### config.mk
export PLATFORM = sky130hd
export DESIGN_NAME = instr_sequencer_flat
export DESIGN_NICKNAME = d
export VERILOG_FILES = /design/src/rtl/instr_sequencer_pkg.sv /design/src/rtl/instr_sequencer_if.sv /design/src/rtl/instr_sequencer_step_counter.sv /design/src/rtl/instr_sequencer.sv /design/src/flat_wrapper.sv
export SDC_FILE = /design/constraint.sdc
export NUM_CORES = 1
export LEC_CHECK = 0
export CAP_MARGIN = 20
export CORE_ASPECT_RATIO = 0.75
export CORE_MARGIN = 3
export CORE_UTILIZATION = 41
export DETAILED_ROUTE_END_ITERATION = 7
export PLACE_DENSITY = 0.86
export REMOVE_ABC_BUFFERS = 1
export SLEW_MARGIN = 20
export SYNTH_ARGS = -nofsm -noshare
export SYNTH_HDL_FRONTEND = slang
export SYNTH_SLANG_ARGS = --single-unit
### constraint.sdc
create_clock -name CLK -period 1.7 [get_ports CLK]
set_input_delay 0.17 -clock CLK [delete_from_list [all_inputs] [get_ports CLK]]
set_output_delay 0.17 -clock CLK [all_outputs]
set_load 0.005 [all_outputs]
### src/rtl/instr_sequencer_pkg.sv
// Shared definitions for the 10-bit processor instruction issue unit.
// Contents: FSM state enum, TIME step constants, instruction width and a
// saturating 8-bit increment used for the retired-instruction counter.
package proc_pkg;

    localparam int DATA_W = 10;

    typedef enum logic [2:0] {
        S_IDLE  = 3'd0,
        S_FETCH = 3'd1,
        S_LOAD  = 3'd2,
        S_EXEC  = 3'd3,
        S_HALT  = 3'd4
    } state_t;

    localparam logic [1:0] T0 = 2'd0;
    localparam logic [1:0] T1 = 2'd1;
    localparam logic [1:0] T2 = 2'd2;
    localparam logic [1:0] T3 = 2'd3;

    function automatic logic [7:0] sat_inc8(input logic [7:0] v);
        return (v == 8'hFF) ? v : v + 8'd1;
    endfunction

endpackage

### src/rtl/instr_sequencer_if.sv
// Bus bundle between the instruction sequencer and its environment
// (program memory + controller).
//   RUN, MEM_DATA, DONE, STEP : into the sequencer
//   MEM_ADDR, MEM_RD          : program memory address / read strobe
//   INSTR, TIME               : current instruction and step to the controller
//   BUSY, HALTED, TIMEOUT     : status
//   ICOUNT                    : saturating retired-instruction count
// Optional: SINGLE_STEP_EN adds the STEP input.
// Modports: slave = sequencer side, master = environment side.
interface instr_sequencer_if #(
    parameter int DATA_W = 10,
    parameter int ADDR_W = 6
);
    logic              RUN;
    logic [DATA_W-1:0] MEM_DATA;
    logic              DONE;
`ifdef SINGLE_STEP_EN
    logic              STEP;
`endif
    logic [ADDR_W-1:0] MEM_ADDR;
    logic              MEM_RD;
    logic [DATA_W-1:0] INSTR;
    logic [1:0]        TIME;
    logic              BUSY;
    logic              HALTED;
    logic              TIMEOUT;
    logic [7:0]        ICOUNT;

    modport slave (
        input  RUN, MEM_DATA, DONE,
`ifdef SINGLE_STEP_EN
        input  STEP,
`endif
        output MEM_ADDR, MEM_RD, INSTR, TIME, BUSY, HALTED, TIMEOUT, ICOUNT
    );

    modport master (
        output RUN, MEM_DATA, DONE,
`ifdef SINGLE_STEP_EN
        output STEP,
`endif
        input  MEM_ADDR, MEM_RD, INSTR, TIME, BUSY, HALTED, TIMEOUT, ICOUNT
    );

endinterface

### src/rtl/instr_sequencer_step_counter.sv
// 2-bit TIME step counter for the instruction sequencer.
// Ports:
//   clk, rst : clock, synchronous active-high reset
//   clr      : force count to T0 (takes priority over en)
//   en       : advance count by one
//   count    : current step value
//   tc       : terminal count (count == T3), used for the timeout retire
module step_counter
    import proc_pkg::*;
(
    input  logic       clk,
    input  logic       rst,
    input  logic       clr,
    input  logic       en,
    output logic [1:0] count,
    output logic       tc
);

    always_ff @(posedge clk) begin
        if (rst || clr) begin
            count <= T0;
        end else if (en) begin
            count <= count + 2'd1;
        end
    end

    assign tc = (count == T3);

endmodule

### src/rtl/instr_sequencer.sv
// Instruction issue unit: fetches words from a synchronous program memory,
// holds each on INSTR for its execute window, counts TIME steps and retires
// on DONE (TIME >= 1) or on a TIME == 3 timeout.
// Ports:
//   CLK, RST : clock, synchronous active-high reset
//   bus      : instr_sequencer_if.slave (memory, controller, status signals)
// Optional feature macro: SINGLE_STEP_EN (STEP input, one instruction per
// rising STEP edge while idle with RUN high).
//
// state   | meaning
// S_IDLE  | waiting for RUN (or a STEP edge in single-step builds)
// S_FETCH | MEM_RD asserted for one cycle at PC
// S_LOAD  | memory data captured into INSTR, TIME cleared
// S_EXEC  | TIME counts 0..3 until DONE or timeout retires the instruction
// S_HALT  | last word retired without wrap; only RST leaves
module instr_sequencer
    import proc_pkg::*;
#(
    parameter int                DATA_W     = proc_pkg::DATA_W,
    parameter int                ADDR_W     = 6,
    parameter logic [ADDR_W-1:0] START_ADDR = '0,
    parameter logic [ADDR_W-1:0] LAST_ADDR  = {ADDR_W{1'b1}},
    parameter bit                WRAP       = 1'b0
) (
    input  logic               CLK,
    input  logic               RST,
    instr_sequencer_if.slave   bus
);

    state_t             state, state_nx;
    logic [ADDR_W-1:0]  pc, pc_nx;
    logic [DATA_W-1:0]  instr;
    logic [7:0]         icount;
    logic [1:0]         step;
    logic               tc;
    logic               cnt_clr, cnt_en;
    logic               retire, timeout, mem_rd;
    logic               start, cont;

`ifdef SINGLE_STEP_EN
    logic step_q;

    always_ff @(posedge CLK) begin
        if (RST) begin
            step_q <= 1'b0;
        end else begin
            step_q <= bus.STEP;
        end
    end

    // Edges seen outside S_IDLE are simply not consumed.
    assign start = bus.RUN & bus.STEP & ~step_q;
    assign cont  = 1'b0;
`else
    assign start = bus.RUN;
    assign cont  = bus.RUN;
`endif

    step_counter u_step (
        .clk   (CLK),
        .rst   (RST),
        .clr   (cnt_clr),
        .en    (cnt_en),
        .count (step),
        .tc    (tc)
    );

    always_ff @(posedge CLK) begin
        if (RST) begin
            state  <= S_IDLE;
            pc     <= START_ADDR;
            instr  <= '0;
            icount <= '0;
        end else begin
            state <= state_nx;
            pc    <= pc_nx;
            if (state == S_LOAD) begin
                instr <= bus.MEM_DATA;
            end
            if (retire) begin
                icount <= sat_inc8(icount);
            end
        end
    end

    always_comb begin
        state_nx = state;
        pc_nx    = pc;
        cnt_clr  = 1'b0;
        cnt_en   = 1'b0;
        retire   = 1'b0;
        timeout  = 1'b0;
        mem_rd   = 1'b0;
        case (state)
            S_IDLE: begin
                if (start) begin
                    state_nx = S_FETCH;
                end
            end
            S_FETCH: begin
                mem_rd   = 1'b1;
                state_nx = S_LOAD;
            end
            S_LOAD: begin
                cnt_clr  = 1'b1;
                state_nx = S_EXEC;
            end
            S_EXEC: begin
                // DONE at T0 may be left over from the previous instruction.
                if ((bus.DONE && (step != T0)) || tc) begin
                    retire  = 1'b1;
                    timeout = tc & ~bus.DONE;
                    cnt_clr = 1'b1;
                    if ((pc == LAST_ADDR) && !WRAP) begin
                        state_nx = S_HALT;
                    end else begin
                        pc_nx    = (pc == LAST_ADDR) ? START_ADDR : pc + ADDR_W'(1);
                        state_nx = cont ? S_FETCH : S_IDLE;
                    end
                end else begin
                    cnt_en = 1'b1;
                end
            end
            S_HALT: begin
                state_nx = S_HALT;
            end
            default: begin
                state_nx = S_IDLE;
            end
        endcase
    end

    assign bus.MEM_ADDR = pc;
    assign bus.MEM_RD   = mem_rd;
    assign bus.INSTR    = instr;
    assign bus.TIME     = step;
    assign bus.BUSY     = (state == S_FETCH) || (state == S_LOAD) || (state == S_EXEC);
    assign bus.HALTED   = (state == S_HALT);
    assign bus.TIMEOUT  = timeout;
    assign bus.ICOUNT   = icount;

endmodule
### src/flat_wrapper.sv
// flat-port wrapper written by rule: the top's interface ports become plain ports
module instr_sequencer_flat import proc_pkg::*;
#(
    parameter int                DATA_W     = proc_pkg::DATA_W,
    parameter int                ADDR_W     = 6,
    parameter logic [ADDR_W-1:0] START_ADDR = '0,
    parameter logic [ADDR_W-1:0] LAST_ADDR  = {ADDR_W{1'b1}},
    parameter bit                WRAP       = 1'b0
)
  (CLK, RST, bus_RUN, bus_MEM_DATA, bus_DONE, bus_MEM_ADDR, bus_MEM_RD, bus_INSTR, bus_TIME, bus_BUSY, bus_HALTED, bus_TIMEOUT, bus_ICOUNT);
  instr_sequencer_if #(.DATA_W(DATA_W), .ADDR_W(ADDR_W)) bus_i ();
  input  logic CLK;
  input  logic RST;
  input wire logic [$bits(bus_i.RUN)-1:0] bus_RUN;
  input wire logic [$bits(bus_i.MEM_DATA)-1:0] bus_MEM_DATA;
  input wire logic [$bits(bus_i.DONE)-1:0] bus_DONE;
  output wire logic [$bits(bus_i.MEM_ADDR)-1:0] bus_MEM_ADDR;
  output wire logic [$bits(bus_i.MEM_RD)-1:0] bus_MEM_RD;
  output wire logic [$bits(bus_i.INSTR)-1:0] bus_INSTR;
  output wire logic [$bits(bus_i.TIME)-1:0] bus_TIME;
  output wire logic [$bits(bus_i.BUSY)-1:0] bus_BUSY;
  output wire logic [$bits(bus_i.HALTED)-1:0] bus_HALTED;
  output wire logic [$bits(bus_i.TIMEOUT)-1:0] bus_TIMEOUT;
  output wire logic [$bits(bus_i.ICOUNT)-1:0] bus_ICOUNT;
  assign bus_i.RUN = bus_RUN;
  assign bus_i.MEM_DATA = bus_MEM_DATA;
  assign bus_i.DONE = bus_DONE;
  assign bus_MEM_ADDR = bus_i.MEM_ADDR;
  assign bus_MEM_RD = bus_i.MEM_RD;
  assign bus_INSTR = bus_i.INSTR;
  assign bus_TIME = bus_i.TIME;
  assign bus_BUSY = bus_i.BUSY;
  assign bus_HALTED = bus_i.HALTED;
  assign bus_TIMEOUT = bus_i.TIMEOUT;
  assign bus_ICOUNT = bus_i.ICOUNT;
  instr_sequencer #(.DATA_W(DATA_W), .ADDR_W(ADDR_W), .START_ADDR(START_ADDR), .LAST_ADDR(LAST_ADDR), .WRAP(WRAP)) u_core (.CLK(CLK), .RST(RST), .bus(bus_i));
endmodule
-- After elaboration in Yosys (flattened, before gate mapping)
Index checks and enable logic that the tools add are counted.
- muxes and demuxes: 13
- bitwise logic cells: 4
- equality and inequality tests: 9
- add/subtract/negate cells: 3
- reductions and logical operators: 10
- operators by type and width (kind ; number):
    3-bit case mux with 5 select lines ; 1
    3-bit 2-to-1 mux ; 3
    8-bit by 1-bit adder with 8-bit output (second input constant) ; 1
    8-bit == test (second input constant) ; 1
    1-bit 2-to-1 mux ; 8
    6-bit by 1-bit adder with 6-bit output (second input constant) ; 1
    3-bit by 2-bit == test with 1-bit output (second input constant) ; 2
    6-bit == test (second input constant) ; 1
    1-bit logical OR ; 4
    2-bit AND reduction ; 2
    3-bit by 1-bit == test with 1-bit output (second input constant) ; 1
    3-bit == test (second input constant) ; 1
    3-bit logical NOT ; 1
    1-bit NOT ; 3
    3-bit AND reduction ; 1
    2-bit by 1-bit adder with 2-bit output (second input constant) ; 1
    2-bit == test (second input constant) ; 1
    2-bit by 1-bit != test with 1-bit output (second input constant) ; 1
    2-bit != test (second input constant) ; 1
    1-bit case mux with 2 select lines ; 1
    2-bit nonzero test ; 1
    1-bit bitwise AND ; 1
    1-bit logical AND ; 1
- input bits: 14
- flip-flop bits (word level): 29
- word-level logic and storage cells: 44

-- Longest topological paths before layout
- word-level depth: 6
- depth in mapped cells: 7
- depth with buffers taken out: 6

-- Hierarchy
Synthesis repeated with hierarchy kept, for this count alone.
- cells, all modules: 148
- area total of the unflattened synthesis: 1345.0 um^2
- by module, submodules not included (module ; cells an instance ; area an instance (um^2) ; instances ; seq. area each (um^2)):
    instr_sequencer ; 141 ; 1253.7 ; 1 ; 540.5
    step_counter ; 7 ; 91.3 ; 1 ; 40.0

-- Worst setup path before layout
Ideal clock, no wire load.
- kind: register -> register
- from: register u_core.u_step.count[0]
- to: register u_core.icount[7], in the netlist u_core.bus.ICOUNT[7]
- data arrival time: 1.566 ns
- setup time: 0.132 ns
- setup slack: 0.002 ns
- period minus slack after synthesis: 1.698 ns
- cell stages (with the launch flop): 8
- required time: 1.568 ns
- cell sequence: dfxtp_1 -> inv_1 -> ha_1 -> nand2b_1 -> a21o_1 -> buf_2 -> o41ai_1 -> a21oi_1
- longest elaborated chain between the ends: 6
- elaborated cells between the ends (all ways): 7
- RTL lines (what ; line ; RTL):
    start: declaration ; instr_sequencer_step_counter.sv:15 ; output logic [1:0] count,
    start signal: assignment ; instr_sequencer_step_counter.sv:23 ; count <= count + 2'd1;
    2-bit nonzero test ; instr_sequencer.sv:110 ; if ((bus.DONE && (step != T0)) || tc) begin
    1-bit logical AND ; instr_sequencer.sv:110 ;
    1-bit logical OR (*) ; instr_sequencer.sv:110 ;
    1-bit 2-to-1 mux (*) ; instr_sequencer.sv:110 ;
    1-bit 2-to-1 mux (*) ; instr_sequencer.sv:94 ; case (state)
    2-bit AND reduction (no line) (*) ; - ;
    end signal: assignment ; instr_sequencer.sv:81 ; icount <= sat_inc8(icount);
    end: declaration ; instr_sequencer.sv:33 ; logic [7:0] icount;
Every way passes the cells marked *; elsewhere a longest branch is shown, timed or not.
A chain may end at the register's enable or synchronous reset.

-- Final worst setup path
Same ends and word-level chain as after synthesis.

==> results <==
[routing by layer]
| metal | global-route usage | routed length (microns) | vias up |
|---|---|---|---|
| met5 | 0 | 0 | - |
| met4 | 0.06316 | 44 | 0 |
| met3 | 0.06318 | 203 | 7 |
| met2 | 0.2712 | 1607 | 35 |
| met1 | 0.2407 | 1641 | 660 |
| li1 | - | - | 708 |
[registers in the layout, summed over array words and instances, names as in the netlist]
signal / cells
u_core.bus.INSTR: 10
u_core.bus.ICOUNT: 8
u_core.bus.MEM_ADDR: 6
u_core.state: 3
u_core.u_step.count: 2
[final timing paths]
check	start	endpoint	cells past startpoint
setup / recovery	u_core.u_step.count[0]	u_core.bus.ICOUNT[7]	6
hold / removal	u_core.bus.INSTR[0]	u_core.bus.INSTR[0]	2
setup reg to reg	u_core.u_step.count[0]	u_core.bus.ICOUNT[7]	6
hold reg to reg	u_core.bus.INSTR[0]	u_core.bus.INSTR[0]	2
[synth_stat cells, types with 2 or more instances]
library cell   n  share of area
ha_1           4          0.036
nand3_1        8          0.029
and3_1         3          0.014
nor4_1         4          0.018
or3_1          3          0.014
o31ai_1        2          0.011
nor2_1        20          0.054
inv_1          5          0.014
and4_1         2          0.013
a21oi_1       16          0.058
a211oi_1       4          0.022
nand4_1        3          0.014
or4_1          3          0.016
dfxtp_1       29           0.42
and2_1         2         0.0091
nand2_1        6          0.016
nor3_1         4          0.015
nand2b_1       2         0.0091
mux2i_1       10          0.073
clkbuf_1       2         0.0055
o21ai_0        7          0.025
[report_power, final]
| part | internal, mW | switching, mW | total, mW |
|---|---|---|---|
| Combinational | 0.117 | 0.0835 | 0.200 |
| Clock | 0.320 | 0.247 | 0.567 |
| Sequential | 0.705 | 0.0212 | 0.726 |
| Total | 1.14 | 0.351 | 1.49 |
[area by class of cell]
type                       count  area (sq um)  area share
inverter                       5         18.77    0.008950
clock buffer                   7         86.33     0.04117
multi-input combinational    118         803.3      0.3831
sequential                    29         585.6      0.2792
tap                           38         47.55     0.02267
timing repair buffer          60         555.5      0.2649
[logic make-up (layout without fill, tap and decap cells)]
kind of cell               Yosys count  count (layout)  share of synthesized area
DFF                                 29              29                     0.4214
muxes                               10              10                    0.07266
adders and majority gates            4               4                    0.03633
buffers and inverters               11              72                    0.03905
and+or+nand+nor                     66              66                     0.2661
AOI/OAI and AO/OA                   37              38                     0.1644
[tightest hold or removal path: cells and delay by family, from the launching register on]
| kind | cells | cell delay (ns) |
|---|---|---|
| mux | 1 | 0.06 |
| flops | 1 | 0.32 |
| simple gates | 1 | 0.07 |
[what timing repair did]
action	4_1_cts	5_1_grt
hold buffers	0	0
resized for setup	8	13
cloned	1	0
pin swaps	1	5
setup endpoints to repair	10	11
[metrics by stage]
| stage | setup WS [ns] | setup TNS [ns] |
|---|---|---|
| global placement | -0.04375 | -0.1976 |
| global route | 0.004560 | 0 |
| detailed placement | -0.1639 | -0.5456 |
| finish | 0.07403 | 0 |
| floorplan | -0.07355 | -0.2206 |
| CTS | 0.002199 | 0 |
[placed cells by master (no fill, tap or decap), drive strengths merged, types with 5 or more instances in the layout]
| master | synthesis | layout |
|---|---|---|
| nand2 | 6 | 6 |
| o21ai | 7 | 7 |
| clkdlybuf4s50 | 0 | 41 |
| nand3 | 8 | 8 |
| a21oi | 16 | 16 |
| clkbuf | 2 | 7 |
| mux2i | 10 | 10 |
| nor2 | 21 | 21 |
| buf | 4 | 17 |
| dfxtp | 29 | 29 |
| inv | 5 | 5 |
==> run metrics <==
status=finished, final reports clean; post-route cell area=0.002097 sq mm; clock slew seen by the registers of the worst setup and hold paths=0.06 ns; final clock skew=0.003710 ns; Synth Register Bits=29; PortBufs=43; Max Root-Sink Buffers=2; Final Non-Filler Cells=257; largest net degree at the start of global routing=30; critical path type=reg -> reg; CTS tree=built; Mapped Cells=157; layout cell share with drive strength beyond 1=0.1918; final core utilization=0.6799; Worst Tran Pin Value=0.4759 ns; Yosys warnings=0; final critical-path required period=1.626 ns; Num CTS Buffers=5; startpoint types=register; peak fanout along the critical path=5; post-synthesis sequential area ratio=0.4214; vias=1410; initial antenna violation count=0; vias per cell=5.486; clock sinks=29; RSZ-0062 raised after global routing=no; # H-tree levels=2; area grow syn2layout=52.23%; Placed Area=0.001948 sq mm; crit path buf inv count=1; EDFF count, synth=0; final period utilization=0.9565; ys flop type=dfxtp_1; share of flip-flops with an asynchronous set or reset=0; Data arrival, critical path=1.84 ns; type of the tightest min-delay check=reg -> reg; worst-path cell chain=inv_1 -> ha_2 -> nand2b_4 -> a21o_4 -> or4_4 -> a21oi_2; synthesized area per cell=8.774 sq um; Worst Path Required=1.91 ns; number of global-route vias before repair=1305; Synth cell types=39; Filler Cell Count=251; max-slew violations=0; Diodes inserted=0; Ports=44; Detail Route Antenna Nets=0; max-cap violations=0; postcts setup bufs=0; nets@finish=237; CP peak stage delay=0.52 ns; die height=56.20 microns; PwrDens=712.2 mW/mm^2; Power Total=1.493 mW; hold slack=0.4934 ns; num rows=17; clock root buffer=clkbuf_8; final WL=3496 microns; Post-DP HPWL=2465 microns; total gr overflow=0; Final Setup Violations=0; WL/cell=13.60 microns; top cell family by delay on the critical path=simple AND/OR/NAND/NOR gates; fmax=615.0 MHz; first-pass GRT wire length=5837 microns; Core Area=0.003084 sq mm; r2r setup slk=0.07 ns; initial detailed-routing violation count=93; Worst-Skew Late Latency=0.28 ns; DR DRC count=0; chip width=72.93 microns; Slew HR=0.6816; Inst Count DP=249; Fin. Hold Viols=0; Crit. End Element=register; first-pass iteration count of the detailed router=4; gr usage total=0.1815; CP max stage cell=or4_4; GPL Wtd Cong=0.8545; Leak Pwr=0.7712 nW; Synth Cell Area=0.001378 sq mm; peak supply drop=0.0004988 V; area of the die=0.004099 sq mm; Initial Util=0.4467
Note: power is estimated with default switching activity, not from simulation.
==> variant (same settings) <==
`ADDR_W` is set to 6 in 3 places; all go to 5.
--- a/src/rtl/instr_sequencer_if.sv
+++ b/src/rtl/instr_sequencer_if.sv
@@ -9,7 +9,7 @@
 // Modports: slave = sequencer side, master = environment side.
 interface instr_sequencer_if #(
     parameter int DATA_W = 10,
-    parameter int ADDR_W = 6
+    parameter int ADDR_W = 5
 );
     logic              RUN;
     logic [DATA_W-1:0] MEM_DATA;
--- a/src/rtl/instr_sequencer.sv
+++ b/src/rtl/instr_sequencer.sv
@@ -17,7 +17,7 @@
     import proc_pkg::*;
 #(
     parameter int                DATA_W     = proc_pkg::DATA_W,
-    parameter int                ADDR_W     = 6,
+    parameter int                ADDR_W     = 5,
     parameter logic [ADDR_W-1:0] START_ADDR = '0,
     parameter logic [ADDR_W-1:0] LAST_ADDR  = {ADDR_W{1'b1}},
     parameter bit                WRAP       = 1'b0
--- a/src/flat_wrapper.sv
+++ b/src/flat_wrapper.sv
@@ -2,7 +2,7 @@
 module instr_sequencer_flat import proc_pkg::*;
 #(
     parameter int                DATA_W     = proc_pkg::DATA_W,
-    parameter int                ADDR_W     = 6,
+    parameter int                ADDR_W     = 5,
     parameter logic [ADDR_W-1:0] START_ADDR = '0,
     parameter logic [ADDR_W-1:0] LAST_ADDR  = {ADDR_W{1'b1}},
     parameter bit                WRAP       = 1'b0
Interface: changed (resized bus_MEM_ADDR); port bits go from 44 to 43. No check against the original RTL was run, so the function may have changed too.
==> variant against the unedited design <==
Routed wire length shrank 3.6%; synthesized area decreased by 4.4%; critical path depth rose by 1; clock skew grew 0.0039 ns; largest cell class unchanged; first-iteration DRC count is 43% lower; non-clock buffer count is 2 lower; sequential share of layout area is 0.86 points higher; total power is 14% lower; cell count is 7.4% lower; final area decreased by 5.5%; sequential cell count fell by 1; clock power is 28% lower; die area is 4.0% lower; setup slack got worse by 0.034 ns.
==> variant: results (changes against the unedited design) <==
Yosys warning count - 0 (unchanged)
Cell Area, Placed - 1860 um2 (-4.8%)
vias in the first global route - 1234 (-5.4%)
routability cong. - 0.755 (-12%)
count of different cell masters after synthesis - 41 (+5.1%)
dominant cells by area after synthesis - dfxtp_1, mux2i_1, nor2_1
status - finished clean
DR iter-0 viols - 53 (-43%)
worst vdd ir - 0.661 mV (+32%)
clock-pin slew on the worst setup and hold paths - 0.09 ns (+0.03 ns)
Slew HR - 74.1% (+6.0 points)
Leakage - 0.000746 uW (-3.3%)
n_diodes - 0 (unchanged)
Mapped Avg Cell Area - 9.15 um2 (+4.3%)
fin crit share - 97.7% (+2.0 points)
Placed Cells incl. Taps - 232 (-6.8%)
FF-to-FF path depth - 7 (+1)
Seq/Total Area, Yosys - 42.5% (+0.40 points)
FF-to-FF setup slack - 0.04 ns (-0.03 ns)
Hold Path Stages - 2 (unchanged)
CP max FO - 2 (-3)
routed wire length - 3.37 mm (-3.6%)
worst-skew pair later-pin latency - 0.28 ns (about the same)
critical path's slowest cell - dfxtp_2
worst hold path endpoint - u_core.u_step.count[1]
WL per Instance - 14.2 um (+4.1%)
worst clock skew - 0.00764 ns (+0.00393 ns)
number of flip-flops in the largest register - 10 (unchanged)
hold path startpoint - u_core.u_step.count[1]
worst setup path endpoint - u_core.bus.MEM_ADDR[3]
drt first pass iters - 4 (unchanged)
crit-path max cell delay - 0.35 ns (-0.17 ns)
hold_ws - 0.485 ns (-0.00847 ns)
pwr dens - 648 nW/um2 (-8.9%)
Crit. Startpoint - u_core.bus.MEM_ADDR[0]
initial antenna violation count - 0 (unchanged)
Total GRT Usage - 17.2% (-0.99 points)
Setup WS pre-CTS - -0.156 ns (+0.00820 ns)
Clock H-tree levels - 1 (-1)
total CTS buffers - 3 (-2)
Layout Nets - 220 (-7.2%)
Avg Vias per Cell - 5.36 (-2.4%)
worst endpoint data arrival time - 1.87 ns (+0.03 ns)
first-pass GRT wire length - 5.33 mm (-8.6%)
DP HPWL - 2.48 mm (+0.73%)
Port Buffers - 42 (-2.3%)
share of post-route cells with drive strength above 1 - 19.0% (-0.18 points)
Fillers - 237 (-5.6%)
FF-to-FF End - u_core.bus.MEM_ADDR[3]
largest net degree at the start of global routing - 17 (-43%)
Post-synth top cells - dfxtp_1, nor2_1, mux2i_1
==> variant: report_power, final <==
part           internal [uW]  total [uW]  switching, uW  leakage [uW]
clock                    207         407            200     0.0000288
combinational            107         178           70.7      0.000487
sequential               678         700           21.7      0.000230
total                    993        1290            292      0.000746
==> variant: area by class of cell <==
class / instances / area share [%]
Multi-Input combinational cell: 105 / 37.6
Sequential cell: 28 / 28.8
Timing Repair Buffer: 58 / 27.5
Clock buffer: 4 / 2.78
Tap cell: 38 / 2.40
Inverter: 5 / 0.947
==> variant: logic make-up after synthesis <==
kind of cell               count (synthesis)  share of synthesized area (%)
xor gates and xnor gates                   2                           1.33
and+or+nand+nor                           60                           24.2
AOI/OAI and AO/OA                         24                           12.3
DFF                                       28                           42.5
adders and majority gates                  5                           4.75
buffers and inverters                     11                           4.08
muxes                                     14                           10.7
==> variant: metal layers <==
layer,vias to the layer above,global-route usage [%],share of wire [%]
met4,0,4.38,0.15
met3,2,5.23,5.8
met1,608,20.2,46
met2,39,31.1,48
li1,626,-,-
met5,-,0,0
